$ cat src/rtl/uart_rx_ctrl.sv
// Register-mapped controller for the UART receive path: bus registers, shadowed
// baud/parity configuration, a received-byte FIFO with parity flags, and an interrupt.
module uart_rx_ctrl #(
   parameter int DEPTH = 16,
   parameter int LW    = $clog2(DEPTH) + 1
) (
   input  logic        clk,
   input  logic        rst_n,
   input  logic        req_i,
   input  logic        we_i,
   input  logic [1:0]  addr_i,
   input  logic [31:0] wdata_i,
   output logic [31:0] rdata_o,
   output logic        ack_o,
   input  logic        rx_valid_i,
   input  logic [7:0]  rx_data_i,
   input  logic        rx_perr_i,
   input  logic        rx_busy_i,
   output logic [3:0]  bps_sel_o,
   output logic        check_sel_o,
   output logic        rx_en_o,
   output logic        irq_o
);
   localparam int AW = $clog2(DEPTH);

   logic [8:0]    mem [DEPTH];
   logic [AW-1:0] wr_ptr_reg, rd_ptr_reg;
   logic [LW-1:0] level_reg, level_next;
   logic [3:0]    shadow_bps_reg, bps_reg, thresh_reg, thresh_next;
   logic          shadow_chk_reg, chk_reg, rx_en_reg, irq_en_reg, irq_en_next;
   logic          cfg_pending_reg, overrun_reg, overrun_next, perr_reg, perr_next;
   logic          irq_reg, irq_next, ack_reg;
   logic [31:0]   rdata_reg, rd_mux;
   logic          ctrl_wr, stat_wr, flush, data_rd, empty, full;
   logic          push_req, push, pop, ovr_set, apply;
   logic [8:0]    head;
   logic [7:0]    level_ext;

   assign ctrl_wr  = req_i & we_i & (addr_i == 2'd0);
   assign stat_wr  = req_i & we_i & (addr_i == 2'd1);
   assign flush    = req_i & we_i & (addr_i == 2'd3) & wdata_i[0];
   assign data_rd  = req_i & ~we_i & (addr_i == 2'd2);
   assign empty    = (level_reg == '0);
   assign full     = (level_reg == LW'(DEPTH));
   assign head     = mem[rd_ptr_reg];

   // A pop frees the slot that a simultaneous push into a full FIFO needs.
   assign push_req = rx_valid_i & rx_en_reg;
   assign pop      = data_rd & ~empty;
   assign push     = push_req & ~flush & (~full | pop);
   assign ovr_set  = push_req & ~flush & full & ~pop;

   assign level_next   = flush ? '0 : level_reg + LW'(push) - LW'(pop);
   assign overrun_next = ovr_set | (overrun_reg & ~(stat_wr & wdata_i[2]));
   assign perr_next    = (push_req & rx_perr_i) | (perr_reg & ~(stat_wr & wdata_i[3]));
   assign irq_en_next  = ctrl_wr ? wdata_i[6] : irq_en_reg;
   assign thresh_next  = ctrl_wr ? wdata_i[11:8] : thresh_reg;
   assign level_ext    = 8'(level_next);
   assign irq_next     = irq_en_next & (((thresh_next != 4'd0) & (level_ext >= {4'd0, thresh_next}))
                                        | overrun_next | perr_next);

   // The pending configuration reaches the receiver in the very cycle it goes idle.
   assign apply       = cfg_pending_reg & ~rx_busy_i;
   assign bps_sel_o   = apply ? shadow_bps_reg : bps_reg;
   assign check_sel_o = apply ? shadow_chk_reg : chk_reg;
   assign rx_en_o     = rx_en_reg;
   assign irq_o       = irq_reg;
   assign ack_o       = ack_reg;
   assign rdata_o     = rdata_reg;

   always_comb begin
      rd_mux = '0;
      case (addr_i)
         2'd0:    rd_mux = {20'd0, thresh_reg, 1'b0, irq_en_reg, rx_en_reg, shadow_chk_reg, shadow_bps_reg};
         2'd1:    rd_mux = {19'd0, 5'(level_reg), 3'd0, cfg_pending_reg, perr_reg, overrun_reg, full, ~empty};
         2'd2:    rd_mux = empty ? '0 : {23'd0, head};
         default: rd_mux = '0;
      endcase
   end

   always_ff @(posedge clk) begin
      if (push) mem[wr_ptr_reg] <= {rx_perr_i, rx_data_i};
   end

   always_ff @(posedge clk or negedge rst_n) begin
      if (!rst_n) begin
         wr_ptr_reg      <= '0;
         rd_ptr_reg      <= '0;
         level_reg       <= '0;
         shadow_bps_reg  <= 4'd4;
         bps_reg         <= 4'd4;
         shadow_chk_reg  <= 1'b0;
         chk_reg         <= 1'b0;
         rx_en_reg       <= 1'b1;
         irq_en_reg      <= 1'b0;
         thresh_reg      <= 4'd1;
         cfg_pending_reg <= 1'b0;
         overrun_reg     <= 1'b0;
         perr_reg        <= 1'b0;
         irq_reg         <= 1'b0;
         ack_reg         <= 1'b0;
         rdata_reg       <= '0;
      end else begin
         ack_reg     <= req_i;
         rdata_reg   <= (req_i & ~we_i) ? rd_mux : '0;
         level_reg   <= level_next;
         overrun_reg <= overrun_next;
         perr_reg    <= perr_next;
         irq_en_reg  <= irq_en_next;
         thresh_reg  <= thresh_next;
         irq_reg     <= irq_next;
         if (flush) begin
            wr_ptr_reg <= '0;
            rd_ptr_reg <= '0;
         end else begin
            if (push) wr_ptr_reg <= wr_ptr_reg + AW'(1);
            if (pop)  rd_ptr_reg <= rd_ptr_reg + AW'(1);
         end
         if (apply) begin
            bps_reg         <= shadow_bps_reg;
            chk_reg         <= shadow_chk_reg;
            cfg_pending_reg <= 1'b0;
         end
         // A new write re-arms the shadow after any copy of the previous value.
         if (ctrl_wr) begin
            shadow_bps_reg  <= wdata_i[3:0];
            shadow_chk_reg  <= wdata_i[4];
            rx_en_reg       <= wdata_i[5];
            cfg_pending_reg <= 1'b1;
         end
      end
   end
endmodule

$ cat config.mk
export PLATFORM = sky130hd
export DESIGN_NAME = uart_rx_ctrl
export DESIGN_NICKNAME = d
export VERILOG_FILES = /design/src/rtl/uart_rx_ctrl.sv
export SDC_FILE = /design/constraint.sdc
export NUM_CORES = 1
export LEC_CHECK = 0
export ABC_CLOCK_PERIOD_IN_PS = 6700
export CAP_MARGIN = 0
export CORE_ASPECT_RATIO = 2
export CORE_MARGIN = 3
export CORE_UTILIZATION = 30
export DETAILED_ROUTE_END_ITERATION = 8
export GPL_ROUTABILITY_DRIVEN = 0
export MAX_ROUTING_LAYER = met4
export REMOVE_ABC_BUFFERS = 1
export SLEW_MARGIN = 0
export SYNTH_ARGS = -nofsm -noshare
export SYNTH_HDL_FRONTEND = slang
export SYNTH_SLANG_ARGS = --single-unit
$ cat constraint.sdc
create_clock -name clk -period 6.7 [get_ports clk]
set_clock_uncertainty 0.15 [all_clocks]
set_input_delay 1.005 -clock clk [delete_from_list [all_inputs] [get_ports clk]]
set_output_delay 1.005 -clock clk [all_outputs]
set_load 0.05 [all_outputs]
Yosys cells after proc, flatten, opt, wreduce, memory -nomap -nowiden
Memories as Yosys holds them, arrays and structs flattened.
Cells that the tools add are included.
- add/sub/neg operators: 4
- magnitude comparators: 1
- eq/ne operators: 4
- muxes and demuxes: 16
- bitwise logic cells: 34
- reductions and logical operators: 6
- operators by type and width (cell ; number):
    one-hot mux 13 bit (3 select lines) ; 1
    two-way mux 32 bit ; 1
    two-way mux 4 bit ; 6
    bitwise AND 1 bit ; 21
    two-way mux 9 bit ; 1
    adder 4 x 1 -> 4 bit, second input constant ; 2
    inverter 1 bit ; 8
    two-way mux 1 bit ; 6
    nonzero test 2 bit ; 3
    adder 5 x 1 -> 5 bit ; 1
    equality test 5 bit, second input constant ; 1
    greater-or-equal comparator 5 x 4 -> 1 bit ; 1
    zero test 5 bit ; 1
    two-way mux 5 bit ; 1
    bitwise OR 1 bit ; 5
    subtractor 5 x 1 -> 5 bit ; 1
    equality test 2 bit, second input constant ; 2
    nonzero test 4 bit ; 1
    equality test 2 x 1 -> 1 bit, second input constant ; 1
    zero test 2 bit ; 1
- register bits: 66
- bits in writable memories: 144
- memories: 1
- memories (memory ; depth ; bits a word ; rd ports ; clocked after memory_dff ; wr ports ; RTL line ; source):
    mem ; 16 ; 9 ; 1 ; 0 ; 1 ; 26 ; logic [8:0] mem [DEPTH];

Depth between registers and ports, before layout
- depth after elaboration: 14
- mapped depth: 14
- mapped depth without buffers: 14

Worst setup path after synthesis
OpenSTA, ideal clock, no wires.
- path type: in2reg
- start point: input we_i
- end point: register irq_reg, in the netlist irq_o
- arrival: 3.315 ns
- required time: 6.426 ns
- slack: 3.111 ns
- stages on the path: 12
- path buffers: 0
- cells stage by stage: nand4bb_1 nor2_1 o21ai_0 o21ai_0 ha_1 fa_1 nor2b_1 ha_1 a21o_1 a21oi_1 nor2b_1 o31a_1
- word-level cells in the longest chain between the ends: 14
- elaborated cells between the ends (all ways): 35
- classes of those cells: add/sub: 2; order compare: 1; mux: 3; bitwise: 28; reduce/logical: 1
- ends and longest elaborated chain (item ; RTL line ; source):
    from (decl) ; 10 ; input logic we_i,
    bitwise AND 1 bit or inverter 1 bit (tied branches) ; 41, 42 ;
    bitwise AND 1 bit (on tied branches) (2 in a row) ; 41, 42 ;
    inverter 1 bit or bitwise AND 1 bit (tied branches) ; 50, 49 ;
    bitwise AND 1 bit or bitwise OR 1 bit (tied branches) ; 50 ; assign push = push_req & ~flush & (~full | pop);
    bitwise AND 1 bit ; 50 ;
    adder 5 x 1 -> 5 bit ; 53 ; assign level_next = flush ? '0 : level_reg + LW'(push) - LW'(pop);
    subtractor 5 x 1 -> 5 bit ; 53 ;
    two-way mux 5 bit (*) ; 53 ;
    named net level_next[1] ; 28 ; logic [LW-1:0] level_reg, level_next;
    greater-or-equal comparator 5 x 4 -> 1 bit (*) ; 59 ; assign irq_next = irq_en_next & (((thresh_next != 4'd0) & (level_ext >= {4'd0, thresh_next}))
    bitwise AND 1 bit (*) ; 59 ;
    bitwise OR 1 bit (*) (2 in a row) ; 60 ; | overrun_next | perr_next);
    bitwise AND 1 bit (*) ; 59 ;
    named net irq_next ; 32 ; logic irq_reg, irq_next, ack_reg;
    to (signal assigned) ; 111 ; irq_reg <= irq_next;
    to (decl) ; 32 ;
Mark *: on every way through the listed nets, which the timed path passes. The rest lies on a longest branch.
A chain may end at the register's enable or synchronous reset.

Worst setup path in the final report
- start point: input addr_i[0]
- end point: register irq_reg, in the netlist irq_o
- word-level cells in the longest chain between the ends: 14
- elaborated cells between the ends (all ways): 36
- classes of those cells: add/sub: 2; order compare: 1; eq/ne: 3; mux: 3; bitwise: 25; reduce/logical: 2
- ends and longest elaborated chain (item ; RTL line ; source):
    from (decl) ; 11 ; input logic [1:0] addr_i,
    equality test 2 bit ; 41 ; assign flush = req_i & we_i & (addr_i == 2'd3) & wdata_i[0];
    bitwise AND 1 bit (2 in a row) ; 41 ;
    inverter 1 bit ; 50 ;
    bitwise AND 1 bit (2 in a row) ; 50 ;
    adder 5 x 1 -> 5 bit ; 53 ;
    subtractor 5 x 1 -> 5 bit ; 53 ;
    two-way mux 5 bit (*) ; 53 ;
    named net level_next[1] ; 28 ;
    greater-or-equal comparator 5 x 4 -> 1 bit (*) ; 59 ;
    bitwise AND 1 bit (*) ; 59 ;
    bitwise OR 1 bit (*) (2 in a row) ; 60 ;
    bitwise AND 1 bit (*) ; 59 ;
    named net irq_next ; 32 ;
Marked as above.

==> results.py <==
metrics = {
    "cells_and_area": {
        "fin_area_mm2": 0.00935,
        "post_route_cells_drive_above_1_share_pct": 21.7,
        "antennaDiodeCount": 0,
        "seq_area_mm2": 0.00551,
        "utilization_pct": 36.2,
        "area_delta_synth_final_pct": 18.1,
        "multiInputGateArea_mm2": 0.00221,
        "fin_nets": 568,
        "largest_reg_flops": 144,
        "fillers": 2359,
    },
    "grt": {
        "grt_residual_overflow": 0,
        "wire_length_of_the_first_global_routing_pass_um": 25000,
        "vias_in_the_first_global_route": 4189,
        "grt_antenna_before_repair": 0,
        "maximum_number_of_pins_on_one_net_before_global_route_repair": 48,
        "track_usage_pct": 12.3,
    },
    "route": {
        "via_count": 3975,
        "antenna_left": 0,
        "totalWireLength_um": 15900,
        "drt_iter0_drc": 216,
        "remaining_drcs": 0,
        "firstDrtPassIters": 4,
        "drt-wirelength-per-cell_um": 18.6,
        "vias_per_cell": 4.64,
    },
    "worst_hold_path": {
        "source_of_the_worst_hold_timing_path": "bps_reg[1]$_DFF_PN0_",
        "hold_path.class": "reg -> reg",
        "min_delay_worst_endpoint": "bps_reg[1]$_DFF_PN0_",
        "min_delay_path_depth": 1,
    },
    "clocking": {
        "htree_levels": 4,
        "cts_root_buf": "clkbuf_16",
        "clock_slew_seen_by_the_registers_of_the_worst_setup_and_hold_paths_ns": 0.07,
        "post_cts_resized": 0,
        "clock_path_buffers": 2,
        "post_cts_hold_buffer_count": 0,
        "tritoncts": "done",
        "numCtsBuffers": 17,
        "clkLatencyLatePin_ns": 0.44,
        "clock-sinks": 191,
        "cts.repair_timing.setup_buffer_count": 0,
    },
    "worst_setup_path": {
        "r2r.worst_path.cells": 15,
        "r2r_end": "irq_o$_DFF_PN0_",
        "worst-endpoint-arrival_ns": 4.44,
        "crit_path_max_fanout": 15,
        "cp.required_ns": 6.87,
        "worst_setup_path_end_kind": "flip-flop",
        "flop2flop_setup_slack_ns": 2.70,
        "path_class": "in -> reg",
        "regToRegStartpoint": "level_reg[2]$_DFF_PN0_",
        "max_stage_delay_ns": 0.48,
        "setup.worst_path.start_class": "primary input",
        "cp_cell_sequence": "clkdlybuf4s50_1 -> buf_4 -> nand4bb_1 -> nor2_1 -> buf_4 -> o21ai_0 -> o21ai_0 -> ha_1 -> fa_1 -> nor2b_1 -> ha_1 -> a21o_1 -> a21oi_1 -> nor2b_1 -> o31a_1",
        "worst_path_max_delay_cell": "fa_1",
    },
    "timing": {
        "relSlewSlack_pct": 10.3,
        "post_layout_minimum_cycle_time_ns": 4.27,
        "setup_repair_after_global_routing_missed_its_margin": "false",
        "post-route-period-util_pct": 63.8,
        "report.final.hold_viol_count": 0,
        "slew_violations": 0,
        "fin_hold_ws_ns": 0.348,
        "max_freq_mhz": 234,
        "count_of_final_setup_violators": 0,
        "timing_worst_slew_pin_value_ns": 1.34,
        "totalNegativeSetupSlack_ns": 0,
    },
    "synth": {
        "syn-instance-count": 441,
        "synthesis.area_mm2": 0.00791,
        "netlist-cell-type-count": 42,
        "ys_dominant_reg_cell": "edfxtp_1",
        "synth.yosys.warnings": 0,
        "synthTopCellsByArea": "edfxtp_1, dfrtp_1, mux4_2",
        "ys_top_cells_by_count": "edfxtp_1, mux4_2, dfrtp_1",
        "ys_ff_latch": 191,
        "yosysTopAreaCellShare_pct": 54.6,
        "netlist.top_cell.by_area": "edfxtp_1",
        "synth-edff-count": 144,
        "syn_avg_cell_area_um2": 17.9,
        "synth.yosys.seq_area_share_pct": 69.6,
        "synth-async-reset-ratio_pct": 24.6,
        "most_frequent_cell_after_synthesis": "edfxtp_1",
    },
    "floorplanning": {
        "die-height_um": 236,
        "design.die.area_mm2": 0.0285,
        "pin_count": 89,
        "die_w_um": 121,
        "core_area_mm2": 0.0259,
        "floorplan.initialDensity_pct": 30.6,
        "core.rowCount": 83,
    },
    "power_and_ir_drop": {
        "power-per-cell-area_mw_per_mm2": 363,
        "ir_drop_uv": 179,
        "power_leakage_nw": 3.24,
        "fin_total_pwr_w": 0.00340,
    },
    "placement": {
        "detailed_place.area_mm2": 0.00878,
        "detailedPlacementHpwl_um": 11100,
        "io_buffers": 48,
    },
    "run": {
        "drv_cap": 0,
    },
    "outcome": {
        "outcome": "complete, no violations",
    },
}
## how the worst max path moves through the flow
stage                       to  cells past startpoint      start
2_1_floorplan  irq_o$_DFF_PN0_                     12       we_i
3_3_place_gp   irq_o$_DFF_PN0_                     15  addr_i[0]
3_5_place_dp   irq_o$_DFF_PN0_                     15  addr_i[0]
4_1_cts        irq_o$_DFF_PN0_                     15  addr_i[0]
5_1_grt        irq_o$_DFF_PN0_                     15  addr_i[0]
6_report       irq_o$_DFF_PN0_                     15  addr_i[0]
## cells in the final DEF (no fill, tap or decap), types with 13 or more instances in the layout
| cell | count |
|---|---|
| edfxtp_1 | 144 |
| buf_4 | 14 |
| clkbuf_16 | 17 |
| dfrtp_1 | 42 |
| nand2_1 | 15 |
| mux2_2 | 13 |
| mux2i_1 | 15 |
| ha_1 | 14 |
| inv_1 | 16 |
| conb_1 | 19 |
| clkdlybuf4s50_1 | 47 |
| mux4_2 | 44 |
| nor2_1 | 21 |
## per-layer routing
metal	wire, µm	vias to the layer above	global-route usage [%]
met5	0	-	-
met4	459	0	5.67
met3	592	26	2.57
met2	9110	104	21.7
met1	5780	2053	12.8
li1	-	1792	-
## power breakdown
| group | internal [W] | switching (W) | total, W |
|---|---|---|---|
| Clock | 0.000550 | 0.000429 | 0.000979 |
| Combinational | 0.000437 | 0.000507 | 0.000944 |
| Sequential | 0.00139 | 0.0000815 | 0.00147 |
| Total | 0.00238 | 0.00102 | 0.00340 |
## through the flow
stage,setup slack [ns],cells
6_report,2.43,857
5_1_grt,2.20,857
4_1_cts,2.42,857
3_5_place_dp,1.96,825
3_3_place_gp,1.95,825
2_1_floorplan,2.68,423
## worst max-delay path, delay by kind of cell
| kind | cells | cell delay (ns) |
|---|---|---|
| AO/OA/AOI/OAI | 5 | 0.95 |
| adder cells (fa/ha/maj) | 3 | 0.99 |
| AND/OR/NAND/NOR | 4 | 0.58 |
| buffers and inverters | 3 | 0.91 |
## cell type report
| cell class | count | area share [%] |
|---|---|---|
| inverter | 16 | 0.642 |
| clock inverter | 13 | 1.46 |
| timing repair buffer | 62 | 6.21 |
| sequential | 191 | 58.9 |
| clock buffer | 19 | 4.63 |
| multi-input combinational | 216 | 23.6 |
| tap | 340 | 4.55 |
## cells by family (layout without fill, tap and decap cells)
| group | Yosys count | count (layout) | synth area share [%] |
|---|---|---|---|
| simple gates | 72 | 72 | 4.77 |
| xor+xnor | 8 | 8 | 0.885 |
| compound gates | 30 | 30 | 2.28 |
| buf+inv | 52 | 110 | 3.72 |
| mux | 72 | 72 | 16.3 |
| fa+ha+maj | 15 | 15 | 2.47 |
| other cells | 1 | 19 | 0.0474 |
| flops | 191 | 191 | 69.6 |
(Power assumes the default switching activity.)
